==> src/rtl/rv_pkg.sv <==
// Shared RV32I definitions for the execute unit: opcodes, ALU operations
// and branch conditions.
package rv_pkg;

    localparam logic [6:0] OP_R      = 7'b0110011;
    localparam logic [6:0] OP_IMM    = 7'b0010011;
    localparam logic [6:0] OP_LUI    = 7'b0110111;
    localparam logic [6:0] OP_AUIPC  = 7'b0010111;
    localparam logic [6:0] OP_JAL    = 7'b1101111;
    localparam logic [6:0] OP_JALR   = 7'b1100111;
    localparam logic [6:0] OP_BRANCH = 7'b1100011;

    typedef enum logic [3:0] {
        ALU_ADD    = 4'd0,
        ALU_SUB    = 4'd1,
        ALU_SLL    = 4'd2,
        ALU_SLT    = 4'd3,
        ALU_SLTU   = 4'd4,
        ALU_XOR    = 4'd5,
        ALU_SRL    = 4'd6,
        ALU_SRA    = 4'd7,
        ALU_OR     = 4'd8,
        ALU_AND    = 4'd9,
        ALU_PASS_B = 4'd10
    } alu_op_t;

    typedef enum logic [2:0] {
        BR_NONE   = 3'd0,
        BR_ALWAYS = 3'd1,
        BR_EQ     = 3'd2,
        BR_NE     = 3'd3,
        BR_LT     = 3'd4,
        BR_GE     = 3'd5,
        BR_LTU    = 3'd6,
        BR_GEU    = 3'd7
    } br_cond_t;

endpackage

==> src/rtl/rv_alu.sv <==
// 32-bit RV32I ALU; shift amount taken from b[4:0], undefined ops yield 0.
module rv_alu
    import rv_pkg::*;
(
    input  logic [3:0]  alu_op,
    input  logic [31:0] a,
    input  logic [31:0] b,
    output logic [31:0] result
);

    always_comb begin
        result = '0;
        case (alu_op)
            ALU_ADD:    result = a + b;
            ALU_SUB:    result = a - b;
            ALU_SLL:    result = a << b[4:0];
            ALU_SLT:    result = {31'd0, $signed(a) < $signed(b)};
            ALU_SLTU:   result = {31'd0, a < b};
            ALU_XOR:    result = a ^ b;
            ALU_SRL:    result = a >> b[4:0];
            ALU_SRA:    result = $signed(a) >>> b[4:0];
            ALU_OR:     result = a | b;
            ALU_AND:    result = a & b;
            ALU_PASS_B: result = b;
            default:    result = '0;
        endcase
    end

endmodule

==> src/rtl/rv_branch.sv <==
// Branch condition evaluator on the two register operands.
module rv_branch
    import rv_pkg::*;
(
    input  logic [2:0]  br_cond,
    input  logic [31:0] rs1_value,
    input  logic [31:0] rs2_value,
    output logic        taken
);

    always_comb begin
        taken = 1'b0;
        case (br_cond)
            BR_ALWAYS: taken = 1'b1;
            BR_EQ:     taken = (rs1_value == rs2_value);
            BR_NE:     taken = (rs1_value != rs2_value);
            BR_LT:     taken = ($signed(rs1_value) <  $signed(rs2_value));
            BR_GE:     taken = ($signed(rs1_value) >= $signed(rs2_value));
            BR_LTU:    taken = (rs1_value <  rs2_value);
            BR_GEU:    taken = (rs1_value >= rs2_value);
            default:   taken = 1'b0;
        endcase
    end

endmodule

==> src/rtl/rv_ctrl.sv <==
// Instruction decoder: maps opcode/funct fields to ALU operation,
// operand selects, branch condition and write enable.
module rv_ctrl
    import rv_pkg::*;
(
    input  logic [6:0] opcode,
    input  logic [2:0] funct3,
    input  logic       funct7_5,
    output logic [3:0] alu_op,
    output logic [2:0] br_cond,
    output logic       a_sel_pc,
    output logic       b_sel_imm,
    output logic       link,
    output logic       jalr,
    output logic       reg_write_en
);

    // funct7[5] only means SUB for R-type; for immediates it only means SRAI.
    function automatic alu_op_t f3_to_op(input logic [2:0] f3, input logic f7b, input logic is_r);
        case (f3)
            3'b000:  f3_to_op = (is_r && f7b) ? ALU_SUB : ALU_ADD;
            3'b001:  f3_to_op = ALU_SLL;
            3'b010:  f3_to_op = ALU_SLT;
            3'b011:  f3_to_op = ALU_SLTU;
            3'b100:  f3_to_op = ALU_XOR;
            3'b101:  f3_to_op = f7b ? ALU_SRA : ALU_SRL;
            3'b110:  f3_to_op = ALU_OR;
            default: f3_to_op = ALU_AND;
        endcase
    endfunction

    alu_op_t  op;
    br_cond_t cond;

    always_comb begin
        op           = ALU_ADD;
        cond         = BR_NONE;
        a_sel_pc     = 1'b0;
        b_sel_imm    = 1'b1;
        link         = 1'b0;
        jalr         = 1'b0;
        reg_write_en = 1'b0;
        case (opcode)
            OP_R: begin
                op           = f3_to_op(funct3, funct7_5, 1'b1);
                b_sel_imm    = 1'b0;
                reg_write_en = 1'b1;
            end
            OP_IMM: begin
                op           = f3_to_op(funct3, funct7_5, 1'b0);
                reg_write_en = 1'b1;
            end
            OP_LUI: begin
                op           = ALU_PASS_B;
                reg_write_en = 1'b1;
            end
            OP_AUIPC: begin
                a_sel_pc     = 1'b1;
                reg_write_en = 1'b1;
            end
            OP_JAL: begin
                a_sel_pc     = 1'b1;
                link         = 1'b1;
                cond         = BR_ALWAYS;
                reg_write_en = 1'b1;
            end
            OP_JALR: begin
                link         = 1'b1;
                jalr         = 1'b1;
                cond         = BR_ALWAYS;
                reg_write_en = 1'b1;
            end
            OP_BRANCH: begin
                a_sel_pc = 1'b1;
                case (funct3)
                    3'b000:  cond = BR_EQ;
                    3'b001:  cond = BR_NE;
                    3'b100:  cond = BR_LT;
                    3'b101:  cond = BR_GE;
                    3'b110:  cond = BR_LTU;
                    3'b111:  cond = BR_GEU;
                    default: cond = BR_NONE;
                endcase
            end
            default: ;
        endcase
    end

    assign alu_op  = op;
    assign br_cond = cond;

endmodule

==> src/rtl/rv_exec_unit.sv <==
// Execute/next-PC core of the single-cycle RV32I datapath: operand and
// result muxing around decoder, ALU and comparator, plus the PC register.
module rv_exec_unit
    import rv_pkg::*;
(
    input  logic        clk,
    input  logic        rst_n,
    input  logic [31:0] instr,
    input  logic [31:0] rs1_value,
    input  logic [31:0] rs2_value,
    input  logic [31:0] immediate,
    output logic [31:0] pc,
    output logic [31:0] pc_next,
    output logic [31:0] rd_value,
    output logic        reg_write_en,
    output logic        branch
);

    logic [3:0]  alu_op;
    logic [2:0]  br_cond;
    logic        a_sel_pc;
    logic        b_sel_imm;
    logic        link;
    logic        jalr;
    logic [31:0] op_a;
    logic [31:0] op_b;
    logic [31:0] alu_result;
    logic [31:0] pc_plus4;
    logic [31:0] target;

    // Register indices are consumed by the register file, not here.
    logic unused_instr_bits;
    assign unused_instr_bits = ^{instr[31], instr[29:15], instr[11:7]};

    rv_ctrl u_ctrl (
        .opcode       (instr[6:0]),
        .funct3       (instr[14:12]),
        .funct7_5     (instr[30]),
        .alu_op       (alu_op),
        .br_cond      (br_cond),
        .a_sel_pc     (a_sel_pc),
        .b_sel_imm    (b_sel_imm),
        .link         (link),
        .jalr         (jalr),
        .reg_write_en (reg_write_en)
    );

    assign op_a = a_sel_pc  ? pc        : rs1_value;
    assign op_b = b_sel_imm ? immediate : rs2_value;

    rv_alu u_alu (
        .alu_op (alu_op),
        .a      (op_a),
        .b      (op_b),
        .result (alu_result)
    );

    rv_branch u_branch (
        .br_cond   (br_cond),
        .rs1_value (rs1_value),
        .rs2_value (rs2_value),
        .taken     (branch)
    );

    // The ALU computes every jump/branch target; JALR additionally drops bit 0.
    assign pc_plus4 = pc + 32'd4;
    assign target   = jalr ? {alu_result[31:1], 1'b0} : alu_result;
    assign pc_next  = branch ? target : pc_plus4;
    assign rd_value = link ? pc_plus4 : alu_result;

    always_ff @(posedge clk or negedge rst_n) begin
        if (!rst_n) begin
            pc <= '0;
        end else begin
            pc <= pc_next;
        end
    end

endmodule

==> config.mk <==
export PLATFORM = sky130hd
export DESIGN_NAME = rv_exec_unit
export DESIGN_NICKNAME = d
export VERILOG_FILES = /design/src/rtl/rv_pkg.sv /design/src/rtl/rv_alu.sv /design/src/rtl/rv_branch.sv /design/src/rtl/rv_ctrl.sv /design/src/rtl/rv_exec_unit.sv
export SDC_FILE = /design/constraint.sdc
export NUM_CORES = 1
export LEC_CHECK = 0
export ABC_AREA = 1
export CAP_MARGIN = 10
export CORE_MARGIN = 1.5
export CORE_UTILIZATION = 33
export DETAILED_ROUTE_END_ITERATION = 8
export PLACE_DENSITY = 0.58
export SLEW_MARGIN = 20
export SYNTH_ARGS = -nofsm -noshare
export SYNTH_HDL_FRONTEND = slang
export SYNTH_SLANG_ARGS = --single-unit
export TNS_END_PERCENT = 50
==> constraint.sdc <==
create_clock -name clk -period 4.1 [get_ports clk]
set_clock_uncertainty 0.05 [all_clocks]
set_input_delay 0.41 -clock clk [delete_from_list [all_inputs] [get_ports clk]]
set_output_delay 0.41 -clock clk [all_outputs]
set_load 0.01 [all_outputs]
==> run summary <==
The routed via count divided by cell count is 5.64. During synthesis, Yosys emitted a total of 0 warnings. CTS built an H-tree with a depth of 2. The flow ran to the end, but the final reports show violations.

The via count of the first global-routing pass came out at 22.7k. The placed wire-length estimate came out at 77.5 mm. The number of nets still failing antenna checks after routing came out at 0.

The initial antenna violation count was 1. Setup repair after global routing could not meet its margin everywhere. After synthesis the cells add up to 13,800 sq um. The number of hold violations in the final report is 0. The floorplan has 74 rows.

After synthesis, the netlist uses 52 different library cells. The first-pass GRT wire length came out at 140 mm. The clock buffer count from CTS is 5. The flip-flop and latch area came out at 801 sq um.

The area growth from synthesis to layout is 95.4%. The total internal power came out at 3.05 mW. In this run the worst path has a maximum fanout of 7. The instance count of the mapped netlist came out at 2,635.

The register containing the most flip-flops in the final layout is pc. The area of combinational cells with multiple inputs came out at 14,800 sq um. The total negative slack is -6.72 ns. In this run the worst hold path is classified as primary input to async pin. The CTS clock-pin slew for the worst setup and hold paths is 0.06 ns. The post-cts hold buffer count is 0. The fill cell instance count of the final layout came out at 3,761. The peak ir drop on the vdd network came out at 350 uV. The final weighted congestion in routability-driven placement is 1.07.

The fraction of power consumed by the clock network is 7.8%. The final setup slack of the worst path came out at -0.285 ns. The top-level port count came out at 228. The residual DRC count came out at 0. The core footprint came out at 41,100 sq um. The proportion of synthesized chip area in sequential cells came out at 5.79%.

The worst setup path is launched from a primary input. The overall die area is 43,100 sq um. The dominant synthesized flop cell is sky130_fd_sc_hd__dfrtp_1. Setup violations remaining at the end of the flow were counted as 50.

The worst relative slew slack is 43.4%. The latest clock arrival within the worst-skew pair came out at 0.29 ns. The number of maximum-capacitance violations came out at 0. The number of enable-type register cells in the synthesized netlist came out at 0. Counting flops and latches in the post-synthesis netlist gives 32.

Dividing total power by cell area gives a power density of 226 nW/um^2. The first-iteration detailed-routing DRC count is 2,427. The vertical extent of the die came out at 208 microns.

The buffer levels on the longest clock path is 2. The data arrival time of the critical path came out at 3.92 ns. The number of nets in the finished design came out at 3,904. Entering global routing, the biggest net connects 73 pins. Clock tree synthesis selected as its root buffer the cell sky130_fd_sc_hd__clkbuf_16. For this run, asynchronously set or reset flops after synthesis account for 100%. The leakage power figure came out at 13.6 nW.

The count of TritonRoute iterations in the first routing pass is 6. The synthesized netlist net count is 2,897. The checks that failed: setup timing. Per report_power, the combinational group accounts for 82.5% of the total. The fraction of layout instances using a drive strength above 1 came out at 45.0%. Input and output buffers added on the ports amount to 206. The clock tree from TritonCTS is done. Net switching is 50.0% of the power.

The routed via count is 23.6k. The portion of total power attributed to sequential cells is 9.7%. The total routed wirelength is 97.4 mm. The worst setup path is captured at an output port.

In the final layout, the registers with the most flip-flops are pc (32). The critical path in this run is classified as primary input to output port. Data on the critical path is required at its endpoint by 3.64 ns. At the pin with the least slew margin, the transition time is 0.849 ns. The register with the most flip-flops in the layout has 32 of them. The post-place setup slack is -1.71 ns. After synthesis, the mean cell area works out to 5.25 sq um.

The overall fraction of global-route tracks in use is 42.9%. The x dimension of the die is 208 microns. Counting I/O delays and the setup requirement, the final critical path takes 4.38 ns. The remaining global-route overflow is 0. Counting every sink on the clock net gives 32.

The average wire per cell in the routed design came out at 23.3 microns. The reported net switching power is 3.05 mW. The final max-slew violation count is 0. Dividing the final minimum period by the clock period gives 107%.

Once the floorplan was initialized, standard cells occupied 33.6% of the core. The top achievable clock speed came out at 228 MHz.
==> what timing repair did <==
item	in CTS	in global routing
resized for setup	971	308
gates cloned	4	2
pin swaps	200	200
setup buffers	111	43
endpoints found under the setup margin	91	66
==> synth_stat cells (8+ instances only) <==
cell type	instances	area [sq um]
sky130_fd_sc_hd__nand2_1	808	3030
sky130_fd_sc_hd__nand3_1	433	2170
sky130_fd_sc_hd__inv_1	266	998
sky130_fd_sc_hd__nor2_1	235	882
sky130_fd_sc_hd__a21oi_1	139	696
sky130_fd_sc_hd__ha_1	130	1630
sky130_fd_sc_hd__o21ai_0	120	601
sky130_fd_sc_hd__clkbuf_1	52	195
sky130_fd_sc_hd__nand4_1	50	313
sky130_fd_sc_hd__buf_2	48	240
sky130_fd_sc_hd__dfrtp_1	32	801
sky130_fd_sc_hd__nor3_1	30	150
sky130_fd_sc_hd__o21ai_1	29	145
sky130_fd_sc_hd__xor2_1	28	245
sky130_fd_sc_hd__o211ai_1	25	188
sky130_fd_sc_hd__o22ai_1	25	156
sky130_fd_sc_hd__or2_2	19	119
sky130_fd_sc_hd__inv_2	13	48.8
sky130_fd_sc_hd__nand3_2	12	120
sky130_fd_sc_hd__nor2_2	11	68.8
sky130_fd_sc_hd__o21bai_1	11	82.6
sky130_fd_sc_hd__nor4_1	10	62.6
sky130_fd_sc_hd__xnor2_1	10	87.6
sky130_fd_sc_hd__nand2_2	9	56.3
sky130_fd_sc_hd__nand3b_1	9	67.6
sky130_fd_sc_hd__o221ai_1	8	70.1
==> logic make-up after synthesis <==
| logic type | share of synthesized area [%] |
|---|---|
| flops | 5.79 |
| compound gates | 16.4 |
| simple gates | 51.6 |
| xor+xnor | 2.41 |
| fa+ha+maj | 12.1 |
| buf+inv | 11.7 |
==> stage by stage <==
step	utilization, %	cell area [sq um]	hold WS (ns)	instances	power (mW)
floorplan	-	13800	0.0644	2635	2.19
global placement	53.4	22000	0.648	4021	4.66
detailed placement	53.4	22000	0.653	4021	4.66
CTS	62.4	25600	0.497	4136	5.69
global route	65.7	27000	0.538	4175	6.38
finish	65.7	27000	0.489	4177	6.10
==> power by group through the flow <==
stage	Sequential [mW]	Combinational, mW	Clock (mW)
after global routing	0.603	5.29	0.482
after floorplan	0.620	1.57	0
after global placement	0.540	4.12	0
after detailed placement	0.542	4.12	0
final	0.594	5.03	0.476
after CTS	0.583	4.64	0.475
==> worst max-delay path: stages <==
cell	delay (ns)
sky130_fd_sc_hd__buf_8	0.10
sky130_fd_sc_hd__inv_4	0.05
sky130_fd_sc_hd__nand2_4	0.05
sky130_fd_sc_hd__nor2_4	0.15
sky130_fd_sc_hd__buf_6	0.14
sky130_fd_sc_hd__nand2_8	0.07
sky130_fd_sc_hd__buf_6	0.13
sky130_fd_sc_hd__buf_6	0.11
sky130_fd_sc_hd__nand4_1	0.20
sky130_fd_sc_hd__nand2_4	0.12
sky130_fd_sc_hd__ha_4	0.40
sky130_fd_sc_hd__inv_2	0.07
sky130_fd_sc_hd__a21oi_2	0.16
sky130_fd_sc_hd__o21ai_1	0.13
sky130_fd_sc_hd__buf_4	0.16
sky130_fd_sc_hd__a31oi_4	0.16
sky130_fd_sc_hd__nand4_1	0.16
sky130_fd_sc_hd__nand3_2	0.15
sky130_fd_sc_hd__nand3_2	0.11
sky130_fd_sc_hd__nor2_4	0.13
sky130_fd_sc_hd__nand2_1	0.07
sky130_fd_sc_hd__nand3b_1	0.29
sky130_fd_sc_hd__nand2_1	0.14
sky130_fd_sc_hd__nand2_2	0.09
sky130_fd_sc_hd__buf_6	0.13
==> final cells by class <==
class / count / share of cell area (%)
Clock buffer: 7 / 0.565
Inverter: 281 / 4.03
Antenna cell: 2 / 0.0185
Tap cell: 532 / 2.46
Multi-Input combinational cell: 2205 / 54.7
Timing Repair Buffer: 1117 / 35.2
Clock inverter: 1 / 0.111
Sequential cell: 32 / 2.96
==> layer usage <==
metal	wire length, microns	vias up	track usage, %
li1	-	10800	-
met1	37600	11100	53.1
met2	43500	1385	70.5
met3	9260	334	6.99
met4	7090	0	24.7
met5	0	-	0
==> worst paths after layout <==
path,startpoint,to,slack (ns),cells past startpoint
max,instr[2],pc_next[17],-0.28,25
min,rst_n,pc[5],0.49,2
max reg2reg,pc[20],pc[26],0.26,24
min reg2reg,pc[31],pc[31],0.65,3
max in group asynchronous,rst_n,pc[23],3.16,2
min in group clk,pc[31],pc[31],0.65,3
==> layout by cell type, fill, tap and decap left out, drive strengths merged, types with 51 or more instances in the layout <==
cell type,n
buf,958
clkdlybuf4s50,131
inv,280
a21oi,140
nor2,250
nand2,817
ha,130
nand3,445
nand4,51
o21ai,156
Power figures use the tool's default switching activity.
